**src/rtl/patch_stream_scheduler.sv**
```systemverilog
// Frame controller between image load, the patchifier and the patch-embedding front end.
// Optional watchdog on the patchifier wait is enabled by defining PATCH_SCHED_WDOG_EN.
module patch_stream_scheduler #(
  parameter int unsigned PIXEL_WIDTH       = 24,
  parameter int unsigned TOTAL_NUM_PATCHES = 16,
  parameter int unsigned PATCH_VECTOR_SIZE = 256,
  parameter int unsigned PATCH_IDX_W       = 4,
  parameter int unsigned POS_IDX_W         = 8,
  parameter int unsigned WDOG_CYCLES       = 8192,
  parameter int unsigned WDOG_W            = 14
) (
  input  logic                   clk,
  input  logic                   reset,
  input  logic                   frame_req,
  output logic                   frame_ack,
  output logic                   frame_done,
  output logic                   pf_en,
  output logic                   pf_output_taken,
  input  logic [1:0]             pf_state,
  output logic [PATCH_IDX_W-1:0] rd_patch,
  output logic [POS_IDX_W-1:0]   rd_pos,
  input  logic [PIXEL_WIDTH-1:0] rd_data,
  output logic                   out_valid,
  input  logic                   out_ready,
  output logic [PIXEL_WIDTH-1:0] out_data,
  output logic [PATCH_IDX_W-1:0] out_patch_idx,
  output logic [POS_IDX_W-1:0]   out_pos_idx,
  output logic                   out_sop,
  output logic                   out_eop,
  output logic                   out_eof,
  output logic                   err_timeout
);

  typedef enum logic [2:0] {
    S_IDLE,
    S_WAIT_PF,
    S_SETTLE,
    S_STREAM,
    S_RELEASE
  } state_t;

  localparam logic [1:0] PF_IDLE = 2'b00;
  localparam logic [1:0] PF_DONE = 2'b10;
  localparam logic [PATCH_IDX_W-1:0] LAST_PATCH = PATCH_IDX_W'(TOTAL_NUM_PATCHES - 1);
  localparam logic [POS_IDX_W-1:0]   LAST_POS   = POS_IDX_W'(PATCH_VECTOR_SIZE - 1);

  // Elaboration-time guards on inconsistent parameter overrides.
  if (PATCH_IDX_W != $clog2(TOTAL_NUM_PATCHES)) begin : g_bad_patch_w
    $error("PATCH_IDX_W must equal clog2(TOTAL_NUM_PATCHES)");
  end
  if (POS_IDX_W != $clog2(PATCH_VECTOR_SIZE)) begin : g_bad_pos_w
    $error("POS_IDX_W must equal clog2(PATCH_VECTOR_SIZE)");
  end
  if (WDOG_CYCLES > (2 ** WDOG_W) - 1) begin : g_bad_wdog_w
    $error("WDOG_W too narrow for WDOG_CYCLES");
  end

  state_t                   state_q, state_d;
  logic [PATCH_IDX_W-1:0]   patch_q, patch_d;
  logic [POS_IDX_W-1:0]     pos_q, pos_d;
  logic                     loaded_all_q, loaded_all_d;
  logic                     frame_ack_q, frame_ack_d;
  logic                     frame_done_q, frame_done_d;
  logic                     pf_en_q, pf_en_d;
  logic                     pf_taken_q, pf_taken_d;
  logic                     out_valid_q, out_valid_d;
  logic [PIXEL_WIDTH-1:0]   out_data_q, out_data_d;
  logic [PATCH_IDX_W-1:0]   out_patch_q, out_patch_d;
  logic [POS_IDX_W-1:0]     out_pos_q, out_pos_d;
  logic                     out_sop_q, out_sop_d;
  logic                     out_eop_q, out_eop_d;
  logic                     out_eof_q, out_eof_d;
  logic                     load;
  logic                     accept;

`ifdef PATCH_SCHED_WDOG_EN
  localparam logic [WDOG_W-1:0] WDOG_LIMIT = WDOG_W'(WDOG_CYCLES - 1);
  logic [WDOG_W-1:0] wdog_q, wdog_d;
  logic              err_q, err_d;
`endif

  always_comb begin
    // NOTE: every signal gets a default before the case so no path leaves one unassigned (no latches).
    state_d      = state_q;
    patch_d      = patch_q;
    pos_d        = pos_q;
    loaded_all_d = loaded_all_q;
    frame_ack_d  = 1'b0;
    frame_done_d = 1'b0;
    pf_en_d      = 1'b0;
    pf_taken_d   = 1'b0;
    out_valid_d  = out_valid_q;
    out_data_d   = out_data_q;
    out_patch_d  = out_patch_q;
    out_pos_d    = out_pos_q;
    out_sop_d    = out_sop_q;
    out_eop_d    = out_eop_q;
    out_eof_d    = out_eof_q;
    load         = 1'b0;
    accept       = out_valid_q && out_ready;
`ifdef PATCH_SCHED_WDOG_EN
    wdog_d       = wdog_q;
    err_d        = err_q;
`endif

    case (state_q)
      S_IDLE: begin
        if (frame_req && (pf_state == PF_IDLE)) begin
          pf_en_d      = 1'b1;
          frame_ack_d  = 1'b1;
          patch_d      = '0;
          pos_d        = '0;
          loaded_all_d = 1'b0;
          state_d      = S_WAIT_PF;
`ifdef PATCH_SCHED_WDOG_EN
          wdog_d       = '0;
          err_d        = 1'b0;
`endif
        end
      end

      S_WAIT_PF: begin
        if (pf_state == PF_DONE) begin
          state_d = S_SETTLE;
        end
`ifdef PATCH_SCHED_WDOG_EN
        else if (wdog_q == WDOG_LIMIT) begin
          err_d   = 1'b1;
          state_d = S_IDLE;
        end else begin
          wdog_d = wdog_q + WDOG_W'(1);
        end
`endif
      end

      // all_patches becomes valid one cycle after the patchifier enters DONE.
      S_SETTLE: state_d = S_STREAM;

      S_STREAM: begin
        load = !loaded_all_q && (!out_valid_q || out_ready);
        if (load) begin
          out_valid_d = 1'b1;
          out_data_d  = rd_data;
          out_patch_d = patch_q;
          out_pos_d   = pos_q;
          out_sop_d   = (pos_q == '0);
          out_eop_d   = (pos_q == LAST_POS);
          out_eof_d   = (pos_q == LAST_POS) && (patch_q == LAST_PATCH);
          if (pos_q == LAST_POS) begin
            pos_d = '0;
            if (patch_q == LAST_PATCH) begin
              patch_d      = '0;
              loaded_all_d = 1'b1;
            end else begin
              patch_d = patch_q + PATCH_IDX_W'(1);
            end
          end else begin
            pos_d = pos_q + POS_IDX_W'(1);
          end
        end else if (accept) begin
          out_valid_d = 1'b0;
        end

        // The eof beat is the last one loaded, so load and this branch never coincide.
        if (accept && out_eof_q) begin
          pf_taken_d   = 1'b1;
          frame_done_d = 1'b1;
          state_d      = S_RELEASE;
        end
      end

      S_RELEASE: state_d = S_IDLE;

      default: state_d = S_IDLE;
    endcase
  end

  // NOTE: state registers use non-blocking assignments so every flop samples pre-edge values.
  always_ff @(posedge clk or posedge reset) begin
    if (reset) begin
      state_q      <= S_IDLE;
      patch_q      <= '0;
      pos_q        <= '0;
      loaded_all_q <= 1'b0;
      frame_ack_q  <= 1'b0;
      frame_done_q <= 1'b0;
      pf_en_q      <= 1'b0;
      pf_taken_q   <= 1'b0;
      out_valid_q  <= 1'b0;
      out_data_q   <= '0;
      out_patch_q  <= '0;
      out_pos_q    <= '0;
      out_sop_q    <= 1'b0;
      out_eop_q    <= 1'b0;
      out_eof_q    <= 1'b0;
    end else begin
      state_q      <= state_d;
      patch_q      <= patch_d;
      pos_q        <= pos_d;
      loaded_all_q <= loaded_all_d;
      frame_ack_q  <= frame_ack_d;
      frame_done_q <= frame_done_d;
      pf_en_q      <= pf_en_d;
      pf_taken_q   <= pf_taken_d;
      out_valid_q  <= out_valid_d;
      out_data_q   <= out_data_d;
      out_patch_q  <= out_patch_d;
      out_pos_q    <= out_pos_d;
      out_sop_q    <= out_sop_d;
      out_eop_q    <= out_eop_d;
      out_eof_q    <= out_eof_d;
    end
  end

`ifdef PATCH_SCHED_WDOG_EN
  always_ff @(posedge clk or posedge reset) begin
    if (reset) begin
      wdog_q <= '0;
      err_q  <= 1'b0;
    end else begin
      wdog_q <= wdog_d;
      err_q  <= err_d;
    end
  end

  assign err_timeout = err_q;
`else
  assign err_timeout = 1'b0;
`endif

  assign frame_ack       = frame_ack_q;
  assign frame_done      = frame_done_q;
  assign pf_en           = pf_en_q;
  assign pf_output_taken = pf_taken_q;
  assign rd_patch        = patch_q;
  assign rd_pos          = pos_q;
  assign out_valid       = out_valid_q;
  assign out_data        = out_data_q;
  assign out_patch_idx   = out_patch_q;
  assign out_pos_idx     = out_pos_q;
  assign out_sop         = out_sop_q;
  assign out_eop         = out_eop_q;
  assign out_eof         = out_eof_q;

endmodule

```
**config.mk**
```make
export PLATFORM = sky130hd
export DESIGN_NAME = patch_stream_scheduler
export DESIGN_NICKNAME = d
export VERILOG_FILES = /design/src/rtl/patch_stream_scheduler.sv
export SDC_FILE = /design/constraint.sdc
export NUM_CORES = 1
export LEC_CHECK = 0
export ABC_CLOCK_PERIOD_IN_PS = 1900
export CORE_MARGIN = 2
export CORE_UTILIZATION = 50
export CTS_BUF_LIST = sky130_fd_sc_hd__clkbuf_8
export DETAILED_ROUTE_END_ITERATION = 16
export DONT_BUFFER_PORTS = 1
export GPL_TIMING_DRIVEN = 0
export HOLD_SLACK_MARGIN = 0.05
export PLACE_DENSITY = 0.73
export SLEW_MARGIN = 30
export SYNTH_ARGS = -nofsm -noshare
export SYNTH_HDL_FRONTEND = slang
export SYNTH_SLANG_ARGS = --single-unit
```
**constraint.sdc**
```tcl
create_clock -name clk -period 1.9 [get_ports clk]
set_input_delay 0.285 -clock clk [delete_from_list [all_inputs] [get_ports clk]]
set_output_delay 0.285 -clock clk [all_outputs]
set_load 0.01 [all_outputs]
```
==> metrics.md <==
| Metric | Value |
|---|---|
| Outcome | `completed` |
| Post-Synth XOR/XNOR Area | `1.778%` |
| Vias | `1835` |
| CP Capture Type | `flip-flop` |
| Startpoint types | `flip-flop` |
| Clock sink count | `58` |
| Die area | `5502 sq um` |
| Ys flop type | `dfrtp_1` |
| 1st-iter DRT viols | `107` |
| H-tree depth | `3` |
| Post-route DRC | `0` |
| Top post-synthesis cells by count | `113 x nand2_1, 58 x dfrtp_1, 16 x nor2_1, 14 x o21ai_0, 7 x inv_1` |
| Final min period | `1798 ps` |
| RePlAce Congestion | `0.8699` |
| Root Buffer | `clkbuf_8` |
| Synth area leader | `dfrtp_1` |
| RSZ-0062 raised after global routing | `false` |
| Row Count | `25` |
| Critical Path Max Stage Delay | `460 ps` |
| # setup viols final | `0` |
| Slew Limit Fails | `0` |
| Initial antenna violation count | `0` |
| Hold Slack | `57.33 ps` |
| Largest net degree at the start of global routing | `33` |
| Multiplexer share of the synthesized area | `0.8130%` |
| FFs w/ async S/R, synth | `100.0%` |
| Sequential power share | `52.8%` |
| Fin Clk Skew | `6.561 ps` |
| Largest family of logic cells by synthesized area | `simple AND/OR/NAND/NOR gates` |
| Main area contributors after synthesis | `dfrtp_1 59%, nand2_1 17%, o21ai_0 2.8%` |
| Avg Cell Area, Syn | `9.257 sq um` |
| PwrDens | `1416 nW/um^2` |
| Final TNS setup | `0 ps` |
| Post-route ant nets | `0` |
| Worst skew pair latency | `330 ps` |
| Worst Path Buf+Inv | `0` |
| I/O Buffers | `0` |
| Drt wl/cell | `15.46 um` |
| Flops & latches, synth | `58` |
| Cells after synthesis | `266` |
| # placed instances | `334` |
| DR vias/cell | `5.198` |
| Worst-path cell with the longest stage delay | `dfrtp_2` |
| GRT Overall Usage | `20.95%` |
| Synth Area in Compound Gates | `6.961%` |
| Routed wire length | `5457 um` |
| Antenna diodes | `0` |
| Total net switching power | `1572 uW` |
| Core Region | `4723 sq um` |
| Synth unique cells | `36` |
| Pleak | `0.001438 uW` |
| Finished Layout Cells | `353` |
| Drt first pass iters | `4` |
| Dpl ws | `-466.0 ps` |
| Crit-path cells | `ha_1, nand3_2, nor3_4, nand4_1, or4_1, nand2_1` |
| DP Wirelength | `3770 um` |
| Combinational share of power | `22.9%` |
| Final #Nets | `314` |
| Arr. time, crit path | `2060 ps` |
| Fraction of power consumed by the clock network | `24.3%` |
| Post-Synthesis Net Count | `299` |
| Synthesis-to-layout area growth | `14.18%` |
| Min-Delay Path Class | `in -> reg` |
| Post-Synth Simple-Gate Area | `25.76%` |
| Maximum vdd drop | `0.7763 mV` |
| Setup CP Type | `reg -> reg` |
| Crit share post-route | `94.63%` |
| Total power | `3982 uW` |
| CTS tree | `built` |
| Switching portion of total power | `39.48%` |
| Warnings from Yosys | `0` |
| Grt total ovfl | `0` |
| Setup ws final | `102.0 ps` |
| CTS buffer count | `9` |
| Top Ports | `87` |
| Adder-cell share of the synthesized area | `1.524%` |
| Initial Util | `52.13%` |
| Cell family with the largest share of critical-path delay | `simple AND/OR/NAND/NOR gates` |
| Top-count cell post-synth | `nand2_1` |
| Hold Fails Final Rpt | `0` |
| Max-cap viol count | `0` |
| Vias in the first global route | `1790` |
| First-pass GRT wire length | `8438 um` |
| Cell internal pwr | `2410 uW` |
| Mapped Area | `2462 sq um` |
| Clock transition at path regs | `70 ps` |
| Clk buf depth | `2` |
| Number of flops mapped to enable cells by yosys | `0` |
| Worst-path maximum fanout | `7` |
| Die W | `74.18 um` |
| Fmax | `556.2 MHz` |
| Seq/Total Area, Yosys | `58.94%` |
| Die H | `74.18 um` |
| Yosys top cell area share | `58.94%` |
| Layout cells sized above 1 | `14.69%` |
| Worst Path Required | `2170 ps` |
final timing paths:
path                       cells after the start  slack, ps                    start                          to
max                                            6        100    rd_pos[0]$_DFFE_PP0P_     rd_patch[3]$_DFFE_PP0P_
min                                            2         60              rd_data[20]    out_data[20]$_DFFE_PP0P_
max reg2reg                                    6        100    rd_pos[0]$_DFFE_PP0P_     rd_patch[3]$_DFFE_PP0P_
min reg2reg                                    2        540  out_data[6]$_DFFE_PP0P_     out_data[6]$_DFFE_PP0P_
max in group asynchronous                      3        990                    reset       rd_pos[1]$_DFFE_PP0P_
min in group asynchronous                      2        410                    reset  out_pos_idx[6]$_DFFE_PP0P_
flip-flops by register name, summed over array words and instances (netlist names):
register,count
rd_patch,4
out_sop,1
out_patch_idx,4
out_eof,1
pf_output_taken,1
rd_pos,8
out_eop,1
out_data,24
state_q,3
out_valid,1
out_pos_idx,8
loaded_all_q,1
pf_en,1
logic make-up after synthesis:
| group | Yosys count |
|---|---|
| multiplexers | 2 |
| adder cells (fa/ha/maj) | 3 |
| other | 1 |
| buffers and inverters | 21 |
| XOR/XNOR | 5 |
| AO/OA/AOI/OAI | 27 |
| AND/OR/NAND/NOR | 149 |
| flip-flops | 58 |
layout by cell type, fill, tap and decap left out, drive strengths merged, types with 2 or more instances in the layout:
cell type,instances
a21o,2
a21oi,3
buf,13
clkbuf,14
clkinv,3
clkinvlp,2
dfrtp,58
ha,3
inv,8
mux2i,2
nand2,113
nand3,6
nand4,3
nor2,17
nor3,2
o21ai,14
xor2,4
final cells by class:
type,count,area (sq um)
Clock buffer,10,137.6
Timing Repair Buffer,5,52.55
Sequential cell,58,1454
Multi-Input combinational cell,187,945.9
Inverter,7,28.78
Tap cell,67,83.83
Buffer,13,75.07
Fill cell,413,1912
Clock inverter,6,33.78
power groups by stage:
stage	registers, uW	logic (uW)	clock network (uW)
floorplan	2020	680	0
global placement	2110	833	0
detailed placement	2120	875	0
CTS	2110	909	983
global route	2160	1050	1030
finish	2100	911	968
through the flow:
stage | instance area (sq um) | utilization [%]
finish | 2811 | 59.52
global route | 2811 | 59.52
CTS | 2789 | 59.05
detailed placement | 2569 | 54.38
global placement | 2546 | 53.91
floorplan | 2462 | -
repair_timing:
item                       in CTS  in global routing
hold endpoints to repair       26                  0
resized for setup               8                  5
setup endpoints to repair      35                 42
setup buffers                   0                  3
pin swaps                       1                  3
hold buffers                    1                  0
per-layer routing:
metal | vias up | global-route usage (%) | routed length, um
met4 | 0 | 11.31 | 81
met5 | - | 0 | 0
met1 | 869 | 24.16 | 2182
met3 | 8 | 7.046 | 426
li1 | 881 | - | -
met2 | 77 | 34.52 | 2766
Note: power is estimated with default switching activity, not from simulation.
